**config.mk**
```make
export PLATFORM = sky130hd
export DESIGN_NAME = program_loader
export DESIGN_NICKNAME = d
export VERILOG_FILES = /design/src/rtl/program_loader_pkg.sv /design/src/rtl/word_assembler.sv /design/src/rtl/program_loader.sv
export SDC_FILE = /design/constraint.sdc
export NUM_CORES = 1
export LEC_CHECK = 0
export ABC_AREA = 1
export CAP_MARGIN = 15
export CORE_MARGIN = 1
export CORE_UTILIZATION = 50
export CTS_CLUSTER_SIZE = 10
export DETAILED_ROUTE_END_ITERATION = 12
export GPL_TIMING_DRIVEN = 0
export PLACE_DENSITY = 0.82
export SLEW_MARGIN = 20
export SYNTH_ARGS = -nofsm -noshare
export SYNTH_HDL_FRONTEND = slang
export SYNTH_HIERARCHICAL = 1
export SYNTH_SLANG_ARGS = --single-unit
```
**constraint.sdc**
```tcl
create_clock -name CLK -period 6.6 [get_ports CLK]
set_clock_uncertainty 0.2 [all_clocks]
set_input_delay 0.66 -clock CLK [delete_from_list [all_inputs] [get_ports CLK]]
set_output_delay 0.66 -clock CLK [all_outputs]
set_load 0.02 [all_outputs]
```
**src/rtl/program_loader_pkg.sv**
```systemverilog
// Shared types and constants for the boot-time program loader.
// The loader fills instruction memory from a byte stream and then releases the core.
package program_loader_pkg;

  typedef enum logic [2:0] {
    ST_IDLE   = 3'd0,
    ST_HDR_LO = 3'd1,
    ST_HDR_HI = 3'd2,
    ST_DATA   = 3'd3,
    ST_WRITE  = 3'd4,
    ST_DONE   = 3'd5,
    ST_ERROR  = 3'd6
  } loader_state_t;

  localparam int HEADER_BYTES   = 2;
  localparam int BYTES_PER_WORD = 4;

endpackage

```
**src/rtl/word_assembler.sv**
```systemverilog
// Little-endian byte-to-word shift register: first byte ends in bits 7:0,
// fourth byte in bits 31:24.
module word_assembler
  import program_loader_pkg::*;
(
  input  logic        clk,
  input  logic        reset,
  input  logic        shift_en,
  input  logic        clear,
  input  logic [7:0]  in_byte,
  output logic [31:0] word,
  output logic        word_full
);

  logic [1:0] byte_cnt;

  always_ff @(posedge clk) begin
    if (reset) begin
      word     <= '0;
      byte_cnt <= '0;
    end else if (clear) begin
      byte_cnt <= '0;
    end else if (shift_en) begin
      word     <= {in_byte, word[31:8]};
      byte_cnt <= byte_cnt + 2'd1;
    end
  end

  // High while the byte completing the current word is being shifted in.
  assign word_full = shift_en && (byte_cnt == 2'(BYTES_PER_WORD - 1));

endmodule

```
**src/rtl/program_loader.sv**
```systemverilog
// Boot loader: reads a 16-bit LE word count and that many 32-bit LE words from a
// valid/ready byte stream, writes them to instruction memory, then drops core_hold.
module program_loader
  import program_loader_pkg::*;
#(
  parameter int data_bits           = 32,
  parameter int memory_size         = 1024,
  parameter int memory_address_bits = $clog2(memory_size)
) (
  input  logic                           CLK,
  input  logic                           RESET,
  input  logic                           start,
  input  logic [7:0]                     in_byte,
  input  logic                           in_valid,
  output logic                           in_ready,
  output logic                           mem_write_enable,
  output logic [memory_address_bits-1:0] mem_address,
  output logic [data_bits-1:0]           mem_write_data,
  output logic                           core_hold,
  output logic                           busy,
  output logic                           done,
  output logic                           error,
  output loader_state_t                  state_dbg
);

  // Handshake: a byte moves on any cycle with in_valid && in_ready. in_ready is a
  // pure decode of the registered state, so the source must hold in_byte/in_valid
  // steady until it sees the transfer; nothing is consumed while in_ready is low.

  loader_state_t                  state, state_next;
  logic [15:0]                    count;
  logic [15:0]                    hdr_count;
  logic [memory_address_bits-1:0] word_index;
  logic                           xfer;
  logic                           shift_en;
  logic                           asm_clear;
  logic                           word_full;
  logic                           last_word;
  logic [31:0]                    asm_word;

  assign xfer      = in_valid && in_ready;
  assign shift_en  = xfer && (state == ST_DATA);
  assign hdr_count = {in_byte, count[7:0]};
  assign last_word = (16'(word_index) == (count - 16'd1));

  word_assembler u_word_assembler (
    .clk       (CLK),
    .reset     (RESET),
    .shift_en  (shift_en),
    .clear     (asm_clear),
    .in_byte   (in_byte),
    .word      (asm_word),
    .word_full (word_full)
  );

  always_ff @(posedge CLK) begin
    if (RESET) begin
      state <= ST_IDLE;
    end else begin
      state <= state_next;
    end
  end

  always_comb begin
    state_next = state;
    asm_clear  = 1'b0;
    case (state)
      ST_IDLE, ST_DONE, ST_ERROR: begin
        if (start) state_next = ST_HDR_LO;
      end
      ST_HDR_LO: begin
        if (xfer) state_next = ST_HDR_HI;
      end
      ST_HDR_HI: begin
        if (xfer) begin
          asm_clear = 1'b1;
          if (hdr_count == 16'd0) begin
            state_next = ST_DONE;
          end else if (hdr_count > 16'(memory_size)) begin
            state_next = ST_ERROR;
          end else begin
            state_next = ST_DATA;
          end
        end
      end
      ST_DATA: begin
        if (word_full) state_next = ST_WRITE;
      end
      ST_WRITE: begin
        if (last_word) begin
          state_next = ST_DONE;
        end else begin
          state_next = ST_DATA;
          asm_clear  = 1'b1;
        end
      end
      default: state_next = ST_IDLE;
    endcase
  end

  always_comb begin
    in_ready         = 1'b0;
    busy             = 1'b0;
    done             = 1'b0;
    error            = 1'b0;
    core_hold        = 1'b1;
    mem_write_enable = 1'b0;
    case (state)
      ST_HDR_LO, ST_HDR_HI, ST_DATA: begin
        in_ready = 1'b1;
        busy     = 1'b1;
      end
      ST_WRITE: begin
        busy             = 1'b1;
        mem_write_enable = 1'b1;
      end
      ST_DONE: begin
        done      = 1'b1;
        core_hold = 1'b0;
      end
      ST_ERROR: error = 1'b1;
      default: ;
    endcase
  end

  // The count check in HDR_HI keeps word_index below memory_size, so it never wraps.
  always_ff @(posedge CLK) begin
    if (RESET) begin
      count      <= '0;
      word_index <= '0;
    end else begin
      if (xfer && state == ST_HDR_LO) count[7:0] <= in_byte;
      if (xfer && state == ST_HDR_HI) begin
        count[15:8] <= in_byte;
        word_index  <= '0;
      end
      if (state == ST_WRITE && !last_word) word_index <= word_index + 1'b1;
    end
  end

  assign mem_address    = word_index;
  assign mem_write_data = asm_word;
  assign state_dbg      = state;

endmodule

```
==> results.py <==
metrics = {
    "run_status": {
        "outcome": "finished, final reports clean",
    },
    "grt": {
        "grt_pass1_wl_um": 15200,
        "track_usage": 0.260,
        "grt_pass1_vias": 3247,
        "grt_max_degree": 13,
        "antenna_found_initial": 0,
        "grt_remaining_overflow": 0,
    },
    "detailed_routing": {
        "wirelength_um": 9340,
        "drc": 0,
        "dr.pass1.iters": 5,
        "via_per_inst": 5.01,
        "num_vias": 3676,
        "avgRoutedWirePerCell_um": 12.7,
        "postRouteAntennaNets": 0,
        "drtIter0Drc": 229,
    },
    "place": {
        "gp_congestion": 0.964,
        "place_hpwl_um": 6950,
        "post_dp_cell_area_sq_um": 4390,
        "dpl_worst_slack_ns": 3.61,
        "numPortBuffers": 62,
    },
    "setup_path": {
        "cp.arrival_ns": 3.10,
        "required_ns": 6.64,
        "setup.worst_path.start_class": "flip-flop",
        "reg2reg_setup_slack_ns": 3.53,
        "critical_path_class": "flip-flop to flip-flop",
        "reg2reg_from": "count[0]",
        "end_kind": "flip-flop",
        "crit_fanout": 10,
        "r2r_cells": 18,
        "regToRegEndpoint": "u_word_assembler/word[24]",
    },
    "die": {
        "core_area_sq_um": 6910,
        "rows": 30,
        "dieArea_sq_um": 7650,
        "die_x_um": 87.5,
        "num_io_pins": 63,
        "start_util": 0.529,
        "die_y_um": 87.5,
    },
    "clocking": {
        "cts.clk_slew.worst_paths_ns": 0.08,
        "postCtsResizedCells": 0,
        "cts.sinks": 63,
        "ctsHtreeMaxLevel": 3,
        "tritoncts": "built",
        "cts_root_buffer": "clkbuf_8",
        "clk_latency_ns": 0.35,
        "ctsHoldBuffers": 0,
        "cts_buffers": 9,
        "clk_path_buf_depth": 2,
        "cts_setup_buffers": 0,
    },
    "job": {
        "cap_viol_max_count": 0,
    },
    "timing": {
        "min_period_ns": 3.07,
        "hold_viol": 0,
        "period_share": 0.465,
        "fin_setup_tns_ns": 0,
        "rsz0062_at_grt": "no",
        "layout_setup_ws_ns": 3.53,
        "finalSetupViolations": 0,
        "slew_headroom": 0.576,
        "worst_slew_pin_slew_ns": 0.634,
        "slew_violations": 0,
        "fmaxAchievable_mhz": 326,
    },
    "layout": {
        "syn_to_final_growth_pct": 26.6,
        "final_cell_mix": "nand2_1 (118), nor2_1 (115), inv_1 (83)",
        "fin_util": 0.669,
        "diodes": 0,
        "fillCellCount": 610,
        "fin_area_sq_um": 4620,
        "drive_gt1_frac": 0.114,
        "num-nets-final": 648,
        "layout_commonest_cell": "nand2_1",
    },
    "logic_synthesis": {
        "ys.warnings.count": 6,
        "synth_top_area_share": 0.345,
        "syn_area_per_cell_sq_um": 6.52,
        "yosys.area.top_type": "dfxtp_1",
        "syn-num-nets": 575,
        "ys_types": 31,
        "netlist_area_sq_um": 3650,
        "ys_top_cells_by_area": "dfxtp_1 (35%), nand2_1 (12%), nor2_1 (12%)",
        "ys_ff_latch": 63,
        "seq_area_frac_synth": 0.345,
        "synthCells": 560,
    },
    "power_and_ir_drop": {
        "ir_drop_v": 0.000256,
        "p_per_area_nw_per_um2": 341,
        "p_leak_nw": 1.93,
    },
    "hold_path": {
        "hp-start": "u_word_assembler/word[2]",
        "holdPathEnd": "u_word_assembler/word[2]",
        "hold_path_class": "flip-flop to flip-flop",
        "hold_depth": 2,
    },
}
[logic make-up (layout without fill, tap and decap cells)]
family | Yosys count | count (layout) | share of synthesized area
and+or+nand+nor | 328 | 328 | 0.412
buffers and inverters | 106 | 184 | 0.129
DFF | 63 | 63 | 0.345
AOI/OAI and AO/OA | 49 | 49 | 0.0771
xor gates and xnor gates | 11 | 11 | 0.0264
adders and majority gates | 3 | 3 | 0.0103
[critical path, cell delays in order (launching register included)]
cell and delay [ns]:
dfxtp_1 0.32, inv_1 0.18, ha_1 0.35, nand2_1 0.09, nand3_1 0.09, nand2_1 0.05, nor2_1 0.09, nand2_1 0.06
nor2_1 0.13, nand2_1 0.11, nor2_4 0.18, nand2_4 0.13, nand2_4 0.11, nand2_1 0.13, inv_1 0.21, buf_2 0.27
nand3_1 0.12, nand2_1 0.08, nor2_1 0.05
[flip-flops by register name, indices dropped and copies added, names as in the netlist]
| register | flops |
|---|---|
| u_word_assembler/word | 32 |
| state_dbg | 3 |
| mem_address | 10 |
| u_word_assembler/byte_cnt | 2 |
| count | 16 |
[where the power goes]
group / internal [W] / leakage, nW / switching, W
Clock: 0.000226 / 0.117 / 0.000163
Combinational: 0.000274 / 1.30 / 0.000445
Sequential: 0.000422 / 0.509 / 0.0000443
[Yosys cell counts, drive strengths merged]
| cell | count |
|---|---|
| dfxtp | 63 |
| dlygate4sd3 | 1 |
| xor2 | 5 |
| nor3 | 4 |
| nand4 | 7 |
| a31oi | 2 |
| nor2 | 128 |
| clkbuf | 4 |
| inv | 85 |
| buf | 16 |
| ha | 3 |
| nand3 | 56 |
| nand2 | 125 |
| xnor2 | 6 |
| a21oi | 29 |
| or2 | 3 |
| o21ai | 18 |
| nand3b | 5 |
[through the flow]
| step | instances | power, W | hold slack [ns] |
|---|---|---|---|
| after floorplan | 560 | 0.00100 | 0.240 |
| after detailed placement | 718 | 0.00118 | 0.258 |
| after global placement | 718 | 0.00116 | 0.252 |
| final | 734 | 0.00157 | 0.282 |
| after global routing | 734 | 0.00169 | 0.312 |
| after CTS | 734 | 0.00157 | 0.287 |
[layout make-up]
type	count	area (sq um)	area share
clock buffer	10	138	0.0298
buffer	21	151	0.0328
tap	96	120	0.0260
sequential	63	1260	0.273
timing repair buffer	62	621	0.134
clock inverter	6	91.3	0.0198
inverter	85	319	0.0690
multi-input combinational	391	1920	0.415
[per-layer routing]
metal,GRT usage,routed length (um),vias up
met5,0,0,-
met4,0.0745,110,0
met3,0.0588,611,15
met2,0.422,4320,138
met1,0.346,4300,1650
li1,-,-,1873
[worst max path at each step]
| stage | cells past startpoint | to | slack [ns] | from |
|---|---|---|---|---|
| after detailed placement | 18 | u_word_assembler/word[27] | 3.61 | count[0] |
| after CTS | 6 | busy | 3.57 | state_dbg[2] |
| after floorplan | 15 | u_word_assembler/word[22] | 4.15 | count[0] |
| after global placement | 18 | u_word_assembler/word[27] | 3.69 | count[0] |
| after global routing | 18 | u_word_assembler/word[7] | 3.30 | count[0] |
| final | 18 | u_word_assembler/word[24] | 3.53 | count[0] |
No activity file was read; power rests on OpenSTA's default activity.
